===== src/rtl/vga_write_sched_pkg.sv =====
// Shared definitions for the VGA write scheduler: register map,
// PIXEL/STATUS field layout and FSM encoding.
package vga_write_sched_pkg;

   localparam logic [3:0] OFF_PIXEL  = 4'h0;
   localparam logic [3:0] OFF_FILL   = 4'h4;
   localparam logic [3:0] OFF_STATUS = 4'h8;
   localparam logic [3:0] OFF_CTRL   = 4'hC;

   localparam int COLOR_W = 12;
   localparam int COORD_W = 9;
   localparam int PIX_W   = COLOR_W + 2 * COORD_W;

   localparam int ST_FILL_BIT  = 8;
   localparam int ST_OVF_BIT   = 9;
   localparam int ST_RANGE_BIT = 10;
   localparam int ST_VSYNC_BIT = 11;

   localparam int CTRL_CLR_BIT   = 0;
   localparam int CTRL_VSYNC_BIT = 1;

   // Field order matches the PIXEL register: y[29:21] x[20:12] c[11:0]
   typedef struct packed {
      logic [COORD_W-1:0] y;
      logic [COORD_W-1:0] x;
      logic [COLOR_W-1:0] c;
   } pixel_t;

   typedef enum logic [1:0] {
      S_IDLE,
      S_WAIT_FRAME,
      S_DRAIN,
      S_FILL
   } state_t;

   function automatic pixel_t unpack_pixel(input logic [31:0] w);
      return pixel_t'(w[PIX_W-1:0]);
   endfunction

endpackage


===== src/rtl/vga_write_sched_if.sv =====
// Core I/O bus, frame trigger and frame-memory write port of the
// VGA write scheduler, bundled for the CPU side (master) and block (slave).
interface vga_write_sched_if
   import vga_write_sched_pkg::*;
#(
   parameter int ADDR_W = 17
);

   logic [31:0]        bus_addr;
   logic [31:0]        bus_wdata;
   logic               bus_we;
   logic [31:0]        bus_rdata;
   logic               frame_trig;
   logic               mem_we;
   logic [ADDR_W-1:0]  mem_addr;
   logic [COLOR_W-1:0] mem_data;

   modport master (
      output bus_addr, bus_wdata, bus_we, frame_trig,
      input  bus_rdata, mem_we, mem_addr, mem_data
   );

   modport slave (
      input  bus_addr, bus_wdata, bus_we, frame_trig,
      output bus_rdata, mem_we, mem_addr, mem_data
   );

endinterface


===== src/rtl/vga_write_sched_sync_fifo.sv =====
// Single-clock FIFO with flush; a pop frees space for a same-cycle push.
// DEPTH must be a power of two so the pointers wrap naturally.
module sync_fifo #(
   parameter int DEPTH = 16,
   parameter int WIDTH = 30,
   localparam int AW   = $clog2(DEPTH),
   localparam int LW   = AW + 1
) (
   input  logic             clk,
   input  logic             rst,
   input  logic             i_push,
   input  logic             i_pop,
   input  logic             i_flush,
   input  logic [WIDTH-1:0] i_wdata,
   output logic [WIDTH-1:0] o_rdata,
   output logic             o_full,
   output logic             o_empty,
   output logic [LW-1:0]    o_level
);

   logic [WIDTH-1:0] r_mem [DEPTH];
   logic [AW-1:0]    r_wptr;
   logic [AW-1:0]    r_rptr;
   logic [LW-1:0]    r_level;
   logic             w_do_push;
   logic             w_do_pop;

   assign o_full    = (r_level == LW'(DEPTH));
   assign o_empty   = (r_level == '0);
   assign o_level   = r_level;
   assign o_rdata   = r_mem[r_rptr];
   assign w_do_pop  = i_pop && !o_empty;
   assign w_do_push = i_push && (!o_full || w_do_pop);

   always_ff @(posedge clk or posedge rst) begin
      if (rst) begin
         r_wptr  <= '0;
         r_rptr  <= '0;
         r_level <= '0;
      end else if (i_flush) begin
         r_wptr  <= '0;
         r_rptr  <= '0;
         r_level <= '0;
      end else begin
         if (w_do_push) r_wptr <= r_wptr + AW'(1);
         if (w_do_pop)  r_rptr <= r_rptr + AW'(1);
         if (w_do_push && !w_do_pop)
            r_level <= r_level + LW'(1);
         else if (w_do_pop && !w_do_push)
            r_level <= r_level - LW'(1);
      end
   end

   always_ff @(posedge clk) begin
      if (w_do_push && !i_flush) r_mem[r_wptr] <= i_wdata;
   end

endmodule


===== src/rtl/vga_write_sched.sv =====
// CPU-side write scheduler for the VGA frame memory: register decode,
// pixel FIFO, screen-fill engine and single write-port arbitration.
module vga_write_sched
   import vga_write_sched_pkg::*;
#(
   parameter logic [31:0] BASE_ADDR      = 32'h0001_0000,
   parameter int          DISPLAY_WIDTH  = 400,
   parameter int          DISPLAY_HEIGHT = 300,
   parameter int          FIFO_DEPTH     = 16,
   parameter int          ADDR_W         = 17
) (
   input  logic             clk,
   input  logic             rst,
   vga_write_sched_if.slave bus
);

   localparam int LVL_W = $clog2(FIFO_DEPTH) + 1;
   localparam int NPIX  = DISPLAY_WIDTH * DISPLAY_HEIGHT;
   localparam logic [ADDR_W-1:0] LAST_ADDR = ADDR_W'(NPIX - 1);

   state_t              r_state;
   state_t              w_next;
   logic                r_ovf;
   logic                r_range;
   logic                r_vsync;
   logic [ADDR_W-1:0]   r_fill_cnt;
   logic [COLOR_W-1:0]  r_fill_color;
   logic                r_mem_we;
   logic [ADDR_W-1:0]   r_mem_addr;
   logic [COLOR_W-1:0]  r_mem_data;

   logic                w_wr_pixel;
   logic                w_wr_fill;
   logic                w_wr_ctrl;
   logic                w_rd_status;
   pixel_t              w_in_pix;
   logic                w_in_range;
   logic                w_push;
   logic                w_pop;
   logic                w_fill_issue;
   logic                w_full;
   logic                w_empty;
   logic [LVL_W-1:0]    w_level;
   logic [PIX_W-1:0]    w_head_raw;
   pixel_t              w_head;
   logic [ADDR_W-1:0]   w_pix_addr;
   logic                w_ovf_set;
   logic                w_range_set;
   logic                w_clr;
   logic [31:0]         w_status;
   logic                w_unused;

   always_comb begin
      w_wr_pixel = 1'b0;
      w_wr_fill  = 1'b0;
      w_wr_ctrl  = 1'b0;
      if (bus.bus_we) begin
         unique case (bus.bus_addr)
            BASE_ADDR + 32'(OFF_PIXEL): w_wr_pixel = 1'b1;
            BASE_ADDR + 32'(OFF_FILL):  w_wr_fill  = 1'b1;
            BASE_ADDR + 32'(OFF_CTRL):  w_wr_ctrl  = 1'b1;
            default: ;
         endcase
      end
   end

   assign w_rd_status = (bus.bus_addr == BASE_ADDR + 32'(OFF_STATUS));
   assign w_in_pix    = unpack_pixel(bus.bus_wdata);
   assign w_in_range  = (int'(w_in_pix.x) < DISPLAY_WIDTH) &&
                        (int'(w_in_pix.y) < DISPLAY_HEIGHT);
   assign w_push      = w_wr_pixel && w_in_range;
   assign w_unused    = ^bus.bus_wdata[31:PIX_W];

   sync_fifo #(
      .DEPTH (FIFO_DEPTH),
      .WIDTH (PIX_W)
   ) u_fifo (
      .clk     (clk),
      .rst     (rst),
      .i_push  (w_push),
      .i_pop   (w_pop),
      .i_flush (w_wr_fill),
      .i_wdata (w_in_pix),
      .o_rdata (w_head_raw),
      .o_full  (w_full),
      .o_empty (w_empty),
      .o_level (w_level)
   );

   assign w_head     = pixel_t'(w_head_raw);
   assign w_pix_addr = ADDR_W'(w_head.y) * ADDR_W'(DISPLAY_WIDTH) +
                       ADDR_W'(w_head.x);

   assign w_ovf_set   = w_push && w_full && !w_pop;
   assign w_range_set = w_wr_pixel && !w_in_range;
   assign w_clr       = w_wr_ctrl && bus.bus_wdata[CTRL_CLR_BIT];

   // A new error on the clearing edge wins over the clear
   always_ff @(posedge clk or posedge rst) begin
      if (rst) begin
         r_ovf   <= 1'b0;
         r_range <= 1'b0;
         r_vsync <= 1'b0;
      end else begin
         r_ovf   <= w_ovf_set | (r_ovf & ~w_clr);
         r_range <= w_range_set | (r_range & ~w_clr);
         if (w_wr_ctrl) r_vsync <= bus.bus_wdata[CTRL_VSYNC_BIT];
      end
   end

   always_ff @(posedge clk or posedge rst) begin
      if (rst) r_state <= S_IDLE;
      else     r_state <= w_next;
   end

   always_comb begin
      w_next = r_state;
      unique case (r_state)
         S_IDLE:
            if (!w_empty) w_next = r_vsync ? S_WAIT_FRAME : S_DRAIN;
         S_WAIT_FRAME:
            if (bus.frame_trig) w_next = S_DRAIN;
         S_DRAIN:
            if (w_empty) w_next = S_IDLE;
         S_FILL:
            if (r_fill_cnt == LAST_ADDR) w_next = S_IDLE;
         default:
            w_next = S_IDLE;
      endcase
      if (w_wr_fill) w_next = S_FILL;
   end

   // A FILL write flushes the FIFO, so no pop competes with it
   always_comb begin
      w_pop        = 1'b0;
      w_fill_issue = 1'b0;
      unique case (r_state)
         S_DRAIN: w_pop        = !w_empty && !w_wr_fill;
         S_FILL:  w_fill_issue = 1'b1;
         default: ;
      endcase
   end

   always_ff @(posedge clk or posedge rst) begin
      if (rst) begin
         r_fill_cnt   <= '0;
         r_fill_color <= '0;
      end else if (w_wr_fill) begin
         r_fill_cnt   <= '0;
         r_fill_color <= bus.bus_wdata[COLOR_W-1:0];
      end else if (w_fill_issue && r_fill_cnt != LAST_ADDR) begin
         r_fill_cnt   <= r_fill_cnt + ADDR_W'(1);
      end
   end

   always_ff @(posedge clk or posedge rst) begin
      if (rst) begin
         r_mem_we   <= 1'b0;
         r_mem_addr <= '0;
         r_mem_data <= '0;
      end else begin
         r_mem_we <= w_pop || w_fill_issue;
         if (w_fill_issue) begin
            r_mem_addr <= r_fill_cnt;
            r_mem_data <= r_fill_color;
         end else if (w_pop) begin
            r_mem_addr <= w_pix_addr;
            r_mem_data <= w_head.c;
         end
      end
   end

   always_comb begin
      w_status                = '0;
      w_status[LVL_W-1:0]     = w_level;
      w_status[ST_FILL_BIT]   = (r_state == S_FILL);
      w_status[ST_OVF_BIT]    = r_ovf;
      w_status[ST_RANGE_BIT]  = r_range;
      w_status[ST_VSYNC_BIT]  = r_vsync;
   end

   assign bus.bus_rdata = w_rd_status ? w_status : 32'h0;
   assign bus.mem_we    = r_mem_we;
   assign bus.mem_addr  = r_mem_addr;
   assign bus.mem_data  = r_mem_data;

endmodule

===== src/flat_wrapper.sv =====
// flat-port wrapper written by rule: the top's interface ports become plain ports
module vga_write_sched_flat import vga_write_sched_pkg::*;
#(
   parameter logic [31:0] BASE_ADDR      = 32'h0001_0000,
   parameter int          DISPLAY_WIDTH  = 400,
   parameter int          DISPLAY_HEIGHT = 300,
   parameter int          FIFO_DEPTH     = 16,
   parameter int          ADDR_W         = 17
)
  (clk, rst, bus_bus_addr, bus_bus_wdata, bus_bus_we, bus_frame_trig, bus_bus_rdata, bus_mem_we, bus_mem_addr, bus_mem_data);
  vga_write_sched_if #(.ADDR_W(ADDR_W)) bus_i ();
  input  logic clk;
  input  logic rst;
  input wire logic [$bits(bus_i.bus_addr)-1:0] bus_bus_addr;
  input wire logic [$bits(bus_i.bus_wdata)-1:0] bus_bus_wdata;
  input wire logic [$bits(bus_i.bus_we)-1:0] bus_bus_we;
  input wire logic [$bits(bus_i.frame_trig)-1:0] bus_frame_trig;
  output wire logic [$bits(bus_i.bus_rdata)-1:0] bus_bus_rdata;
  output wire logic [$bits(bus_i.mem_we)-1:0] bus_mem_we;
  output wire logic [$bits(bus_i.mem_addr)-1:0] bus_mem_addr;
  output wire logic [$bits(bus_i.mem_data)-1:0] bus_mem_data;
  assign bus_i.bus_addr = bus_bus_addr;
  assign bus_i.bus_wdata = bus_bus_wdata;
  assign bus_i.bus_we = bus_bus_we;
  assign bus_i.frame_trig = bus_frame_trig;
  assign bus_bus_rdata = bus_i.bus_rdata;
  assign bus_mem_we = bus_i.mem_we;
  assign bus_mem_addr = bus_i.mem_addr;
  assign bus_mem_data = bus_i.mem_data;
  vga_write_sched #(.BASE_ADDR(BASE_ADDR), .DISPLAY_WIDTH(DISPLAY_WIDTH), .DISPLAY_HEIGHT(DISPLAY_HEIGHT), .FIFO_DEPTH(FIFO_DEPTH), .ADDR_W(ADDR_W)) u_core (.clk(clk), .rst(rst), .bus(bus_i));
endmodule

===== config.mk =====
export PLATFORM = sky130hd
export DESIGN_NAME = vga_write_sched_flat
export DESIGN_NICKNAME = d
export VERILOG_FILES = /design/src/rtl/vga_write_sched_pkg.sv /design/src/rtl/vga_write_sched_if.sv /design/src/rtl/vga_write_sched_sync_fifo.sv /design/src/rtl/vga_write_sched.sv /design/src/flat_wrapper.sv
export SDC_FILE = /design/constraint.sdc
export NUM_CORES = 1
export LEC_CHECK = 0
export ABC_CLOCK_PERIOD_IN_PS = 8100
export BUFFER_PORTS_ARGS = -buffer_cell sky130_fd_sc_hd__buf_2
export CAP_MARGIN = 30
export CORE_ASPECT_RATIO = 0.6
export CORE_MARGIN = 10
export CORE_UTILIZATION = 45
export CTS_CLUSTER_DIAMETER = 200
export DETAILED_ROUTE_END_ITERATION = 16
export PLACE_DENSITY = 0.73
export SETUP_SLACK_MARGIN = 0.1
export SKIP_LAST_GASP = 1
export SLEW_MARGIN = 20
export SYNTH_ARGS = -nofsm -noshare
export SYNTH_HDL_FRONTEND = slang
export SYNTH_SLANG_ARGS = --single-unit

===== constraint.sdc =====
create_clock -name clk -period 8.1 [get_ports clk]
set_clock_uncertainty 0.2 [all_clocks]
set_input_delay 0.81 -clock clk [delete_from_list [all_inputs] [get_ports clk]]
set_output_delay 0.81 -clock clk [all_outputs]
set_load 0.01 [all_outputs]

==> summary.txt, run 1 <==
Status
  – Status: completed

Setup path
  – R2r setup slk: 2.23 ns
  – CP dominant cell by count: ha_1
  – CP Launch Type: flip-flop
  – CP max stage cell: dfrtp_4
  – Capturing point of the worst reg2reg path: u_core.bus.mem_addr[16]
  – Crit path max-delay family: adder cells
  – Worst r2r path cells: 15
  – WS Path Type: flip-flop to flip-flop
  – Worst Path Arrival: 6.09 ns
  – WP buf/inv: 3
  – Crit-path max FO: 39
  – CP required: 8.31 ns
  – Crit path largest cell delay: 0.94 ns
  – Reg2reg start: u_core.u_fifo.r_rptr[0]
  – Worst Setup End Kind: flip-flop
  – CP Cell Sequence: buf_4, mux4_2, mux4_2, ha_1, ha_1, inv_1, fa_1, inv_1, ha_1, and3_1, o311ai_1, nand3_1, nor4_1, xnor2_1, o21ai_0

CTS
  – Setup bufs post-CTS: 0
  – Clock Latency Late Sink: 0.58 ns
  – Clk sinks: 557
  – CTS hold repair buffers: 1
  – Cts bufs inserted: 47
  – H-tree levels: 2
  – CTS root buf: clkbuf_16
  – Clock-pin transition on the worst setup and hold timing paths: 0.07 ns
  – Clk buf depth: 3
  – CTS tree: done
  – Post-cts resize count: 0

Detailed routing
  – DRT iter0 DRCs: 1,288
  – TritonRoute pass-1 iters: 5
  – DRC viols: 0
  – Detail Route Antenna Nets: 0
  – WL final: 52.3 mm
  – Vias per Instance: 5.73
  – Via count: 12.1k
  – DR WL/cell: 24.8 um

STA
  – Fmax: 0.170 GHz
  – Final setup fails: 0
  – RSZ-0062 raised after global routing: no
  – Final critical-path required period: 5.87 ns
  – Worst Max-Slew Pin Slew: 0.931 ns
  – Slew margin rel.: 0.379
  – Tcrit/Tclk final: 0.725
  – Fin Hold WS: 0.267 ns
  – Final worst slack: 2.23 ns
  – Pins Over Slew Limit: 0
  – Setup TNS: 0 ns
  – Final Hold Fails: 0

Layout
  – ANT cells: 0
  – Register area: 0.0164 mm2
  – Post-layout net count: 1,495
  – Area of the multi-input gates: 0.00640 mm2
  – Final Util: 0.515
  – Final Non-Filler Cells: 2,108
  – Final instance area: 0.0262 mm2
  – Filler instances: 4,040
  – Share of layout cells above drive strength 1: 0.280
  – Layout area overhead: 13.3%

GRT
  – First-pass GRT wire length: 79.3 mm
  – Initial antenna violation count: 1
  – Largest net degree at the start of global routing: 65
  – Number of global-route vias before repair: 12.4k
  – Grt total ovfl: 0
  – GRT Overall Usage: 0.169

Logic synthesis
  – Asr flop ratio synth: 0.138
  – Post-synth EDFFs: 480
  – Mean post-synth cell area: 18.6 um2
  – Synth Flop Type: edfxtp_1
  – Synth cell types: 61
  – Synth top cells by count: edfxtp_1 (480), mux4_2 (150), nand2_1 (96)
  – Synth Area in Compound Gates: 0.0258
  – Synth Area in Adders: 0.0284
  – Most frequent cell after synthesis: edfxtp_1
  – Netlist Area Pre-Place: 0.0232 mm2
  – Register area share after synthesis: 0.706
  – Simple-gate portion of the synthesized area: 0.0552
  – Yosys reg bits: 557
  – Synth top area cells: edfxtp_1 (62%), mux4_2 (15%), dfrtp_1 (8.3%), ha_1 (2.3%), nand2_1 (1.6%)
  – Post-synth top area cell: edfxtp_1
  – Yosys top cell area share: 0.623
  – Largest family of logic cells by synthesized area: multiplexers
  – Mux cell area share after synthesis: 0.148
  – Mapped Cells: 1,248
  – Syn. warnings: 0
  – Post-Synth XOR/XNOR Area: 0.0140

Die
  – Die height: 196 um
  – Row count: 64
  – Core area: 0.0509 mm2
  – I/O pin cnt: 130
  – Initial Utilization: 0.455
  – Die area: 0.0612 mm2
  – Chip width: 313 um

Power and ir drop
  – Power, Total: 11.6 mW
  – Power Dens Cells: 444 mW/mm2
  – Leak: 9.08 nW
  – Peak supply drop: 731 uV

Hold path
  – Hold Crit Depth: 2
  – Worst hold path class: flip-flop to flip-flop
  – Hold path endpoint: u_core.bus.mem_addr[1]
  – Worst Min Path Start: u_core.bus.mem_addr[1]

Placed design
  – HPWL Detailed: 32.2 mm
  – Cell count after placement: 2,020
  – I/O Buffers: 104
  – Post-place instance area: 0.0246 mm2
  – Pre-CTS setup slack: 2.20 ns
  – Routability Congestion: 0.838

Job
  – Maxcap violations: 0
==> routing by layer <==
metal,GRT usage,part of all wire,vias up
li1,-,-,5202
met2,0.261,0.46,500
met4,0.0343,0.016,2
met5,0,0.00013,-
met1,0.243,0.44,6297
met3,0.0419,0.084,77
==> power breakdown <==
part	switching, mW	internal (mW)	leakage, nW
registers	0.282	3.32	5.23
clock network	1.02	1.28	0.764
logic	3.17	2.58	3.09
==> cell families after synthesis <==
group / count (synthesis)
other cells: 1
buf+inv: 109
xor+xnor: 37
fa+ha+maj: 49
simple gates: 251
compound gates: 90
mux: 154
flops: 557
==> worst min-delay path: cells and delay by family (launching register included) <==
kind,cells,cell delay (ns)
flip-flops,1,0.34
AND/OR/NAND/NOR,2,0.10
==> flip-flops by register name, indices dropped and copies added, names as in the netlist, 2 cells and up <==
register / cells
u_core.bus.mem_data: 12
u_core.u_fifo.r_mem: 480
u_core.u_fifo.r_rptr: 4
u_core.r_state: 2
u_core.u_fifo.o_level: 5
u_core.r_fill_color: 12
u_core.u_fifo.r_wptr: 4
u_core.r_fill_cnt: 17
u_core.bus.mem_addr: 17
==> layout by cell type (no fill, tap or decap), drive strengths merged, types with 11 or more instances in the layout <==
cell,instances
edfxtp,480
mux4,150
buf,136
nand2,96
dfrtp,77
clkbuf,59
nor2,50
ha,43
inv,31
conb,23
o21ai,21
clkinv,20
xnor2,19
xor2,18
nand3,17
a22oi,14
and2,12
a31oi,12
a21oi,12
nor4,11
==> worst max-delay path by stage <==
stage	startpoint	end	slack, ns	cells after the start
global placement	u_core.u_fifo.r_rptr[0]	u_core.bus.mem_addr[16]	2.24	15
global route	u_core.u_fifo.r_rptr[0]	u_core.bus.mem_addr[16]	1.82	15
detailed placement	u_core.u_fifo.r_rptr[0]	u_core.bus.mem_addr[16]	2.20	15
floorplan	u_core.u_fifo.r_rptr[0]	u_core.bus.mem_addr[16]	2.43	17
CTS	u_core.u_fifo.r_rptr[0]	u_core.bus.mem_addr[16]	2.17	15
finish	u_core.u_fifo.r_rptr[0]	u_core.bus.mem_addr[16]	2.23	15
==> area by class of cell <==
| cell class | instances | area share |
|---|---|---|
| Clock buffer | 59 | 0.0485 |
| Clock inverter | 27 | 0.0106 |
| Inverter | 31 | 0.00448 |
| Multi-Input combinational cell | 604 | 0.244 |
| Sequential cell | 557 | 0.623 |
| Tap cell | 693 | 0.0331 |
| Timing Repair Buffer | 137 | 0.0360 |
Power figures use the tool's default switching activity.
==> run 2, diff against run 1 <==
- ABC_AREA: not set -> 1
- ABC_CLOCK_PERIOD_IN_PS: 8100 -> 6000
- clock period: 8.1 -> 6 ns (I/O delays scaled with it)
==> summary.txt, run 2 <==
Power and ir drop
  – Power Dens Cells: 430 mW/mm2 (-3.2%)
  – Leak: 9.76 nW (+7.5%)
  – Peak supply drop: 1010 uV (+37%)

GRT
  – Number of global-route vias before repair: 16.4k (+32%)
  – Grt total ovfl: 0 (unchanged)
  – Initial antenna violation count: 4 (+3)
  – GRT Overall Usage: 0.194 (+0.0245)
  – First-pass GRT wire length: 96.8 mm (+22%)
  – Largest net degree at the start of global routing: 124 (+91%)

CTS
  – Setup bufs post-CTS: 0 (unchanged)
  – Clock-pin transition on the worst setup and hold timing paths: 0.07 ns (about the same)
  – CTS tree: done
  – Clk buf depth: 3 (unchanged)
  – Clk sinks: 557 (unchanged)
  – Cts bufs inserted: 47 (unchanged)
  – CTS root buf: clkbuf_16
  – Clock Latency Late Sink: 0.60 ns (+0.02 ns)
  – Post-cts resize count: 0 (unchanged)
  – CTS hold repair buffers: 1 (unchanged)
  – H-tree levels: 2 (unchanged)

STA
  – Setup TNS: 0 ns (unchanged)
  – Fmax: 0.204 GHz (+20%)
  – Pins Over Slew Limit: 0 (unchanged)
  – Fin Hold WS: 0.182 ns (-0.0855 ns)
  – Final Hold Fails: 0 (unchanged)
  – Final worst slack: 1.10 ns (-1.12 ns)
  – RSZ-0062 raised after global routing: no
  – Final critical-path required period: 4.90 ns (-0.976 ns)
  – Final setup fails: 0 (unchanged)
  – Worst Max-Slew Pin Slew: 0.921 ns (-0.00967 ns)
  – Tcrit/Tclk final: 0.816 (+0.0910)
  – Slew margin rel.: 0.384 (+0.00499)

Detailed routing
  – DRC viols: 0 (unchanged)
  – Detail Route Antenna Nets: 0 (unchanged)
  – DR WL/cell: 22.3 um (-10%)
  – DRT iter0 DRCs: 2,308 (+79%)
  – Vias per Instance: 5.88 (+2.6%)
  – TritonRoute pass-1 iters: 7 (+2)
  – Via count: 16.8k (+39%)
  – WL final: 63.5 mm (+22%)

Logic synthesis
  – Mean post-synth cell area: 11.8 um2 (-36%)
  – Synth cell types: 41 (-33%)
  – Register area share after synthesis: 0.679 (-0.0267)
  – Yosys top cell area share: 0.599 (-0.0235)
  – Yosys reg bits: 557 (unchanged)
  – Mapped Cells: 2,038 (+63%)
  – Syn. warnings: 0 (unchanged)
  – Most frequent cell after synthesis: edfxtp_1
  – Synth top area cells: edfxtp_1 (60%), dfrtp_1 (8.0%), o21ai_0 (5.7%), nor2_1 (5.2%), nand2_1 (3.2%)
  – Synth top cells by count: edfxtp_1 (480), nor2_1 (332), o21ai_0 (272)
  – Post-synth top area cell: edfxtp_1
  – Post-synth EDFFs: 480 (unchanged)
  – Synth Flop Type: edfxtp_1
  – Asr flop ratio synth: 0.138 (unchanged)
  – Netlist Area Pre-Place: 0.0241 mm2 (+3.9%)

Setup path
  – Crit-path max FO: 28 (-28%)
  – R2r setup slk: 1.10 ns (-1.12 ns)
  – Worst r2r path cells: 19 (+4)
  – CP required: 6.28 ns (-2.03 ns)
  – Reg2reg start: u_core.u_fifo.r_rptr[1]
  – Setup crit start: u_core.u_fifo.r_rptr[1]
  – WS Path Type: flip-flop to flip-flop
  – Worst Setup End Kind: flip-flop
  – CP Capture Point: u_core.bus.mem_addr[16]
  – Worst Path Arrival: 5.18 ns (-0.91 ns)
  – Capturing point of the worst reg2reg path: u_core.bus.mem_addr[16]
  – CP Launch Type: flip-flop

Layout
  – Share of layout cells above drive strength 1: 0.118 (-0.162)
  – Area of the multi-input gates: 0.00685 mm2 (+7.1%)
  – Final instance area: 0.0269 mm2 (+2.8%)
  – Post-layout net count: 2,228 (+49%)
  – Layout area overhead: 12.0%
  – Register area: 0.0163 mm2 (about the same)
  – Most flops, register: u_core.u_fifo.r_mem
  – Final Util: 0.511 (-0.00359)
  – Most frequent cells in the layout: edfxtp_1 (480), nor2_1 (320), o21ai_0 (272), nand2_1 (203), buf_2 (104)
  – Most common cell after layout, fill and taps aside: edfxtp_1
  – Filler instances: 4,457 (+10%)
  – Max reg flops: 480 (unchanged)

Die
  – Chip width: 319 um (+1.8%)
  – Initial Utilization: 0.457 (+0.00198)
  – Core area: 0.0527 mm2 (+3.5%)
  – I/O pin cnt: 130 (unchanged)
  – Die height: 199 um (+1.7%)
  – Row count: 65 (+1.6%)
  – Die area: 0.0634 mm2 (+3.6%)

Placed design
  – HPWL Detailed: 38.2 mm (+19%)
  – Pre-CTS setup slack: 1.15 ns (-1.05 ns)
  – I/O Buffers: 104 (unchanged)
  – Routability Congestion: 0.851 (+1.6%)
  – Post-place instance area: 0.0254 mm2 (+2.9%)

Hold path
  – Worst hold path class: input pin to flip-flop
  – Worst Min Path Start: bus_bus_wdata[4]

Job
  – Maxcap violations: 0 (unchanged)

Status
  – Status: completed
==> run 2: through the flow <==
| step | total power, mW | cells |
|---|---|---|
| floorplan | 7.48 | 2060 |
| global placement | 8.34 | 2761 |
| detailed placement | 8.49 | 2764 |
| CTS | 11.6 | 2852 |
| global route | 12.4 | 2853 |
| finish | 11.6 | 2854 |
==> run 2: worst min-delay path by stage <==
stage	to	slack, ns	cells past startpoint
floorplan	u_core.r_fill_color[0]	0.25	2
global placement	u_core.r_fill_color[4]	0.26	2
detailed placement	u_core.bus.mem_data[5]	0.26	2
CTS	u_core.r_fill_color[4]	0.15	3
global route	u_core.u_fifo.r_mem[7][22]	0.19	1
finish	u_core.r_fill_color[4]	0.18	3
==> run 2: critical path: stages (launching register included) <==
cell	delay [ns]
dfrtp_4	0.50
inv_2	0.49
o21ai_0	0.18
o221ai_1	0.19
o211ai_1	0.14
nand2_1	0.41
ha_1	0.33
ha_1	0.31
fa_1	0.47
ha_1	0.39
a21oi_1	0.23
nand3_1	0.09
nand2_1	0.11
nand3_1	0.10
nor2_1	0.22
nand3_1	0.14
nor2_1	0.11
nand2_1	0.06
nand3_1	0.06
nand2_1	0.05
==> run 2: cells by family (layout without fill, tap and decap cells) <==
group                    after synthesis  in the layout  synth area share
AO/OA/AOI/OAI                        470            470             0.118
buffers and inverters                239            328            0.0443
other                                  1             25          0.000156
adder cells (fa/ha/maj)               49             49            0.0274
flip-flops                           557            557             0.679
XOR/XNOR                              20             20           0.00728
AND/OR/NAND/NOR                      702            702             0.123
==> run 2: report_power, final <==
part           switching (mW)  total, mW  internal, mW
Clock                    1.41       3.13          1.72
Combinational            2.69       4.13          1.43
Sequential             0.0548       4.33          4.27
==> run 2: final cells by class <==
class	count	area share
multi-input cells	1264	0.254
well taps	703	0.0326
diodes	2	0.000186
flip-flops and latches	557	0.607
inverters	95	0.0135
clock buffers	66	0.0489
repair buffers	146	0.0349
clock inverters	21	0.00901
==> run 2: per-layer routing <==
layer	up-vias	GRT usage	wire [um]
met2	910	0.307	29000
met4	2	0.0504	1190
li1	7501	-	-
met1	8268	0.272	26900
met5	-	0	13
met3	101	0.0385	6410
